### config.mk
export PLATFORM = sky130hd
export DESIGN_NAME = xs3_to_bcd_serial_decoder_flat
export DESIGN_NICKNAME = d
export VERILOG_FILES = /design/src/rtl/xs3_to_bcd_serial_decoder_if.sv /design/src/rtl/xs3_to_bcd_serial_decoder.sv /design/src/flat_wrapper.sv
export SDC_FILE = /design/constraint.sdc
export NUM_CORES = 1
export LEC_CHECK = 0
export CAP_MARGIN = 20
export CORE_MARGIN = 3
export CORE_UTILIZATION = 52
export DETAILED_ROUTE_END_ITERATION = 10
export PLACE_DENSITY = 0.87
export RECOVER_POWER = 50
export SYNTH_ARGS = -nofsm -noshare
export SYNTH_HDL_FRONTEND = slang
export SYNTH_SLANG_ARGS = --single-unit
### constraint.sdc
create_clock -name clk -period 2.9 [get_ports clk]
set_input_delay 0.29 -clock clk [delete_from_list [all_inputs] [get_ports clk]]
set_output_delay 0.29 -clock clk [all_outputs]
set_load 0.05 [all_outputs]
### src/rtl/xs3_to_bcd_serial_decoder_if.sv
// Serial Excess-3 in / decoded BCD out bundle for the serial Excess-3 to BCD decoder.
`timescale 1ns/1ps
interface xs3_to_bcd_serial_decoder_if #(
  parameter int DIGITS = 4
);
  logic                  x;
  logic                  x_valid;
  logic                  y;
  logic                  y_valid;
  logic [1:0]            bit_idx;
  logic [3:0]            digit;
  logic                  digit_valid;
  logic                  code_err;
  logic [4*DIGITS-1:0]   bcd_word;
  logic                  word_valid;
  logic                  word_err;

  modport master (
    output x, x_valid,
    input  y, y_valid, bit_idx, digit, digit_valid, code_err,
           bcd_word, word_valid, word_err
  );

  modport slave (
    input  x, x_valid,
    output y, y_valid, bit_idx, digit, digit_valid, code_err,
           bcd_word, word_valid, word_err
  );
endinterface

### src/rtl/xs3_to_bcd_serial_decoder.sv
// Serial Mealy Excess-3 to BCD decoder: subtracts 0011 bit-serially (LSB first),
// assembles each decoded digit, flags codes outside 3..12 and packs DIGITS digits per word.
`timescale 1ns/1ps
module xs3_to_bcd_serial_decoder #(
  parameter int DIGITS = 4
) (
  input  logic                            clk,
  input  logic                            reset,
  xs3_to_bcd_serial_decoder_if.slave      bus
);
  localparam int CW = (DIGITS > 1) ? $clog2(DIGITS) : 1;

  // N/B suffix: borrow not pending / pending into the current bit position
  typedef enum logic [2:0] {S0, S1N, S1B, S2N, S2B, S3N, S3B} state_t;

  state_t              r_state;
  state_t              w_nextState;
  logic                w_y;
  logic                w_lastBit;
  logic [3:0]          w_code;
  logic [3:0]          w_digit;
  logic                w_codeErr;
  logic [4*DIGITS-1:0] w_stageNext;

  logic [1:0]          r_bitIdx;
  logic [2:0]          r_codeSh;
  logic [2:0]          r_ySh;
  logic [3:0]          r_digit;
  logic                r_digitValid;
  logic                r_codeErr;
  logic [CW-1:0]       r_cnt;
  logic                r_sticky;
  logic [4*DIGITS-1:0] r_stage;
  logic [4*DIGITS-1:0] r_bcdWord;
  logic                r_wordValid;
  logic                r_wordErr;

  always_comb begin
    w_y         = 1'b0;
    w_nextState = r_state;
    case (r_state)
      S0: begin
        w_y         = ~bus.x;
        w_nextState = bus.x ? S1N : S1B;
      end
      S1N: begin
        w_y         = ~bus.x;
        w_nextState = bus.x ? S2N : S2B;
      end
      S1B: begin
        w_y         = bus.x;
        w_nextState = S2B;
      end
      S2N: begin
        w_y         = bus.x;
        w_nextState = S3N;
      end
      S2B: begin
        w_y         = ~bus.x;
        w_nextState = bus.x ? S3N : S3B;
      end
      S3N: begin
        w_y         = bus.x;
        w_nextState = S0;
      end
      S3B: begin
        w_y         = ~bus.x;
        w_nextState = S0;
      end
      default: begin
        w_y         = 1'b0;
        w_nextState = S0;
      end
    endcase
    if (!bus.x_valid) w_y = 1'b0;
  end

  // The current bit3 completes the nibble, so it joins the three shifted-in bits
  assign w_lastBit = (r_state == S3N) || (r_state == S3B);
  assign w_code    = {bus.x, r_codeSh};
  assign w_digit   = {w_y, r_ySh};
  assign w_codeErr = (w_code < 4'd3) || (w_code > 4'd12);

  always_comb begin
    w_stageNext = r_stage;
    for (int i = 0; i < DIGITS; i++) begin
      if (r_cnt == CW'(i)) w_stageNext[i*4 +: 4] = w_digit;
    end
  end

  always_ff @(posedge clk) begin
    if (reset) begin
      r_state      <= S0;
      r_bitIdx     <= 2'd0;
      r_codeSh     <= 3'd0;
      r_ySh        <= 3'd0;
      r_digit      <= 4'd0;
      r_digitValid <= 1'b0;
      r_codeErr    <= 1'b0;
      r_cnt        <= '0;
      r_sticky     <= 1'b0;
      r_stage      <= '0;
      r_bcdWord    <= '0;
      r_wordValid  <= 1'b0;
      r_wordErr    <= 1'b0;
    end else begin
      r_digitValid <= 1'b0;
      r_codeErr    <= 1'b0;
      r_wordValid  <= 1'b0;
      if (bus.x_valid) begin
        r_state  <= w_nextState;
        r_bitIdx <= r_bitIdx + 2'd1;
        r_codeSh <= {bus.x, r_codeSh[2:1]};
        r_ySh    <= {w_y, r_ySh[2:1]};
        if (w_lastBit) begin
          r_digit      <= w_digit;
          r_digitValid <= 1'b1;
          r_codeErr    <= w_codeErr;
          // Last digit of the word goes straight into bcd_word alongside the staged ones
          if (r_cnt == CW'(DIGITS - 1)) begin
            r_bcdWord   <= w_stageNext;
            r_wordValid <= 1'b1;
            r_wordErr   <= r_sticky | w_codeErr;
            r_cnt       <= '0;
            r_sticky    <= 1'b0;
          end else begin
            r_stage  <= w_stageNext;
            r_cnt    <= r_cnt + CW'(1);
            r_sticky <= r_sticky | w_codeErr;
          end
        end
      end
    end
  end

  assign bus.y           = w_y;
  assign bus.y_valid     = bus.x_valid;
  assign bus.bit_idx     = r_bitIdx;
  assign bus.digit       = r_digit;
  assign bus.digit_valid = r_digitValid;
  assign bus.code_err    = r_codeErr;
  assign bus.bcd_word    = r_bcdWord;
  assign bus.word_valid  = r_wordValid;
  assign bus.word_err    = r_wordErr;
endmodule

### src/flat_wrapper.sv
// flat-port wrapper written by rule: the top's interface ports become plain ports
module xs3_to_bcd_serial_decoder_flat 
#(
  parameter int DIGITS = 4
)
  (clk, reset, bus_x, bus_x_valid, bus_y, bus_y_valid, bus_bit_idx, bus_digit, bus_digit_valid, bus_code_err, bus_bcd_word, bus_word_valid, bus_word_err);
  xs3_to_bcd_serial_decoder_if #(.DIGITS(DIGITS)) bus_i ();
  input  logic clk;
  input  logic reset;
  input wire logic [$bits(bus_i.x)-1:0] bus_x;
  input wire logic [$bits(bus_i.x_valid)-1:0] bus_x_valid;
  output wire logic [$bits(bus_i.y)-1:0] bus_y;
  output wire logic [$bits(bus_i.y_valid)-1:0] bus_y_valid;
  output wire logic [$bits(bus_i.bit_idx)-1:0] bus_bit_idx;
  output wire logic [$bits(bus_i.digit)-1:0] bus_digit;
  output wire logic [$bits(bus_i.digit_valid)-1:0] bus_digit_valid;
  output wire logic [$bits(bus_i.code_err)-1:0] bus_code_err;
  output wire logic [$bits(bus_i.bcd_word)-1:0] bus_bcd_word;
  output wire logic [$bits(bus_i.word_valid)-1:0] bus_word_valid;
  output wire logic [$bits(bus_i.word_err)-1:0] bus_word_err;
  assign bus_i.x = bus_x;
  assign bus_i.x_valid = bus_x_valid;
  assign bus_y = bus_i.y;
  assign bus_y_valid = bus_i.y_valid;
  assign bus_bit_idx = bus_i.bit_idx;
  assign bus_digit = bus_i.digit;
  assign bus_digit_valid = bus_i.digit_valid;
  assign bus_code_err = bus_i.code_err;
  assign bus_bcd_word = bus_i.bcd_word;
  assign bus_word_valid = bus_i.word_valid;
  assign bus_word_err = bus_i.word_err;
  xs3_to_bcd_serial_decoder #(.DIGITS(DIGITS)) u_core (.clk(clk), .reset(reset), .bus(bus_i));
endmodule
==> results.toml <==
[status]
status = "finished clean"

[timing]
fmax_mhz = 462
finalSetupTns_ps = 0
rsz0062_at_grt = "false"
finalCritPeriodShare = 0.746
clock_skew_ps = 7.24
finalSetupViolCount = 0
hold_violations = 0
fin_crit_ps = 2160
layout_setup_ws_ps = 738
final_max_slew_viol_count = 0
slew_headroom = 0.276
worstMarginPinSlew_ps = 1080

[yosys]
yosysTopAreaCell = "dfxtp_1"
ys_seq_area_frac = 0.459
synth_warnings = 0
synth_adder_area_share = 0.0229
synthCells = 229
ys_async_sr_fraction = 0
synthTopCellsByCount = "dfxtp_1 (50), nor2_1 (43), mux2i_1 (30)"
synth_xor_area_frac = 0.0206
yosys.cell_count.top_type = "dfxtp_1"
synthSimpleGateAreaFrac = 0.204
ys_types = 35
syn_avg_cell_area_um2 = 9.53
synth_compound_area_frac = 0.0975
ys_top_cells_by_area = "dfxtp_1 (46%), mux2i_1 (14%), nor2_1 (7.4%), a211oi_1 (3.8%), nor4b_4 (3.3%)"
synth_top_family_by_area = "simple AND/OR/NAND/NOR gates"
synthMuxAreaShare = 0.143
syn_area_um2 = 2180
ys_ff_latch = 50
yosys_most_used_dff = "dfxtp_1"
synth_edf_count = 0
synth_top_area_frac = 0.459
syn_nets = 237

[worst_setup_path]
crit_path_top_delay_cell = "dfxtp_1"
slowest_delay_ps = 480
cp_data_arrival_time_ps = 1870
critical_path.cell_chain = "mux2_2 > o211ai_2 > and2_1 > buf_4"
critPathKind = "register to output port"
crit_path_start_kind = "register"
required_ps = 2610
critPathCaptureType = "output port"
cp_max_fo = 8

[clock_network]
clk_path_buf_depth = 2
clock_sinks = 50
cts_buffers = 5
cts_resized = 0
clock_latency_ps = 300
clk_pin_slew_worst_paths_ps = 90
cts_hold_buf = 0
postCtsSetupBuffers = 0
htree_num_levels = 2
tritoncts = "built"
root_buffer = "clkbuf_8"

[die]
die_w_um = 70.8
initial_core_util = 0.566
core_region_area_um2 = 3850
dieArea_um2 = 5010
die_y_um = 70.8
fp-row-count = 22
num_io_pins = 32

[flow_run]
cap_violations = 0

[cells_and_area]
area_growth_pct = 17.6
fillers = 322
diodes = 0
final_nets = 255
drive_gt1_frac = 0.0766

[drt]
vias_per_cell = 5.45
num_vias = 1613
dr.first_iter.drc_count = 75
firstDrtPassIters = 4
wirelength_mm = 4.03
drc_errors = 0
routedWlPerCell_um = 13.6
ant_nets = 0

[place]
io_buffers = 31
hpwl_mm = 2.69
dpl_worst_slack_ps = 846
gp_congestion = 0.740

[pwr]
swShare = 0.233
p_comb_frac = 0.080
pwr-share-seq = 0.553
vdd_drop_max_mv = 0.493
leakage_nw = 0.933
switchingPower_mw = 0.301
power_density_nw_per_um2 = 504
internal_power_mw = 0.992
p_clk_frac = 0.367

[grt]
grt_max_degree = 27
grt_pass1_wl_mm = 6.87
track_usage = 0.170
grt_pass1_vias = 1531
gr-total-overflow = 0
grt_antenna_before_repair = 0

[worst_hold_path]
hp-class = "register to register"
-- per-layer routing --
metal,global-route usage,vias to the layer above,share of wire
met3,0.0511,5,0.040
met4,0.0668,0,0.016
met2,0.274,25,0.46
met1,0.214,777,0.48
li1,-,806,-
met5,0,-,0
-- cell usage in the layout (no fill, tap or decap), types with 2 or more instances in the layout --
| cell | count |
|---|---|
| a211oi_1 | 11 |
| a21oi_1 | 12 |
| a311oi_1 | 3 |
| buf_4 | 2 |
| clkbuf_1 | 4 |
| clkbuf_8 | 5 |
| clkdlybuf4s50_1 | 12 |
| dfxtp_1 | 50 |
| dlygate4sd3_1 | 18 |
| ha_1 | 4 |
| inv_1 | 3 |
| mux2i_1 | 30 |
| nand2_1 | 13 |
| nand2b_1 | 4 |
| nand3_1 | 3 |
| nand3b_1 | 3 |
| nor2_1 | 43 |
| nor2b_1 | 3 |
| nor4b_4 | 3 |
| o21ai_0 | 3 |
| or3b_2 | 2 |
| xnor2_1 | 2 |
-- final cells by class --
class | count | area (um^2) | area share
multi-input cells | 152 | 1040 | 0.407
flip-flops and latches | 50 | 1000 | 0.390
repair buffers | 35 | 343 | 0.134
clock buffers | 7 | 76.3 | 0.0297
well taps | 48 | 60.1 | 0.0234
clock inverters | 1 | 30.0 | 0.0117
inverters | 3 | 11.3 | 0.00439
-- logic make-up after synthesis --
group	count (synthesis)
and+or+nand+nor	82
DFF	50
AOI/OAI and AO/OA	32
muxes	31
buffers and inverters	27
adders and majority gates	4
xor gates and xnor gates	3
-- critical path, delay by kind of cell (launching register included) --
kind,cells,cell delay [ps]
AND/OR/NAND/NOR,1,190
flip-flops,1,480
buffers and inverters,1,190
multiplexers,1,380
AO/OA/AOI/OAI,1,330
-- per-stage QoR --
step / instances / util / power [mW] / area (um^2) / hold slack, ps
2_1_floorplan: 229 / - / 0.815 / 2180 / 460
3_3_place_gp: 288 / 0.645 / 0.838 / 2490 / 441
3_5_place_dp: 288 / 0.645 / 0.841 / 2490 / 449
4_1_cts: 296 / 0.673 / 1.32 / 2590 / 461
5_1_grt: 296 / 0.666 / 1.34 / 2570 / 491
6_report: 296 / 0.666 / 1.29 / 2570 / 460
-- power by group through the flow --
stage               clock, mW  combinational, mW  sequential (mW)
floorplan                   0             0.0847            0.730
finish                  0.475              0.103            0.714
global placement            0              0.107            0.731
detailed placement          0              0.109            0.732
CTS                     0.491              0.110            0.716
global route            0.515              0.112            0.716
-- worst paths after layout --
kind,from,end,slack [ps],depth (start not counted)
worst max-delay path,u_core.r_state[2],bus_y,740,4
worst max register to register,u_core.r_state[0],u_core.bus.bcd_word[8],830,5
worst min register to register,u_core.bus.digit[0],u_core.bus.digit[0],460,2
worst min-delay path,u_core.bus.digit[0],u_core.bus.digit[0],460,2
-- state kept, by name, indices dropped and copies added, names as in the netlist --
register	count
u_core.r_codeSh	3
u_core.r_cnt	2
u_core.bus.word_err	1
u_core.bus.bit_idx	2
u_core.bus.word_valid	1
u_core.r_state	3
u_core.r_sticky	1
u_core.r_stage	12
u_core.bus.bcd_word	16
u_core.bus.digit_valid	1
u_core.bus.digit	4
u_core.bus.code_err	1
u_core.r_ySh	3
Note: power is estimated with default switching activity, not from simulation.
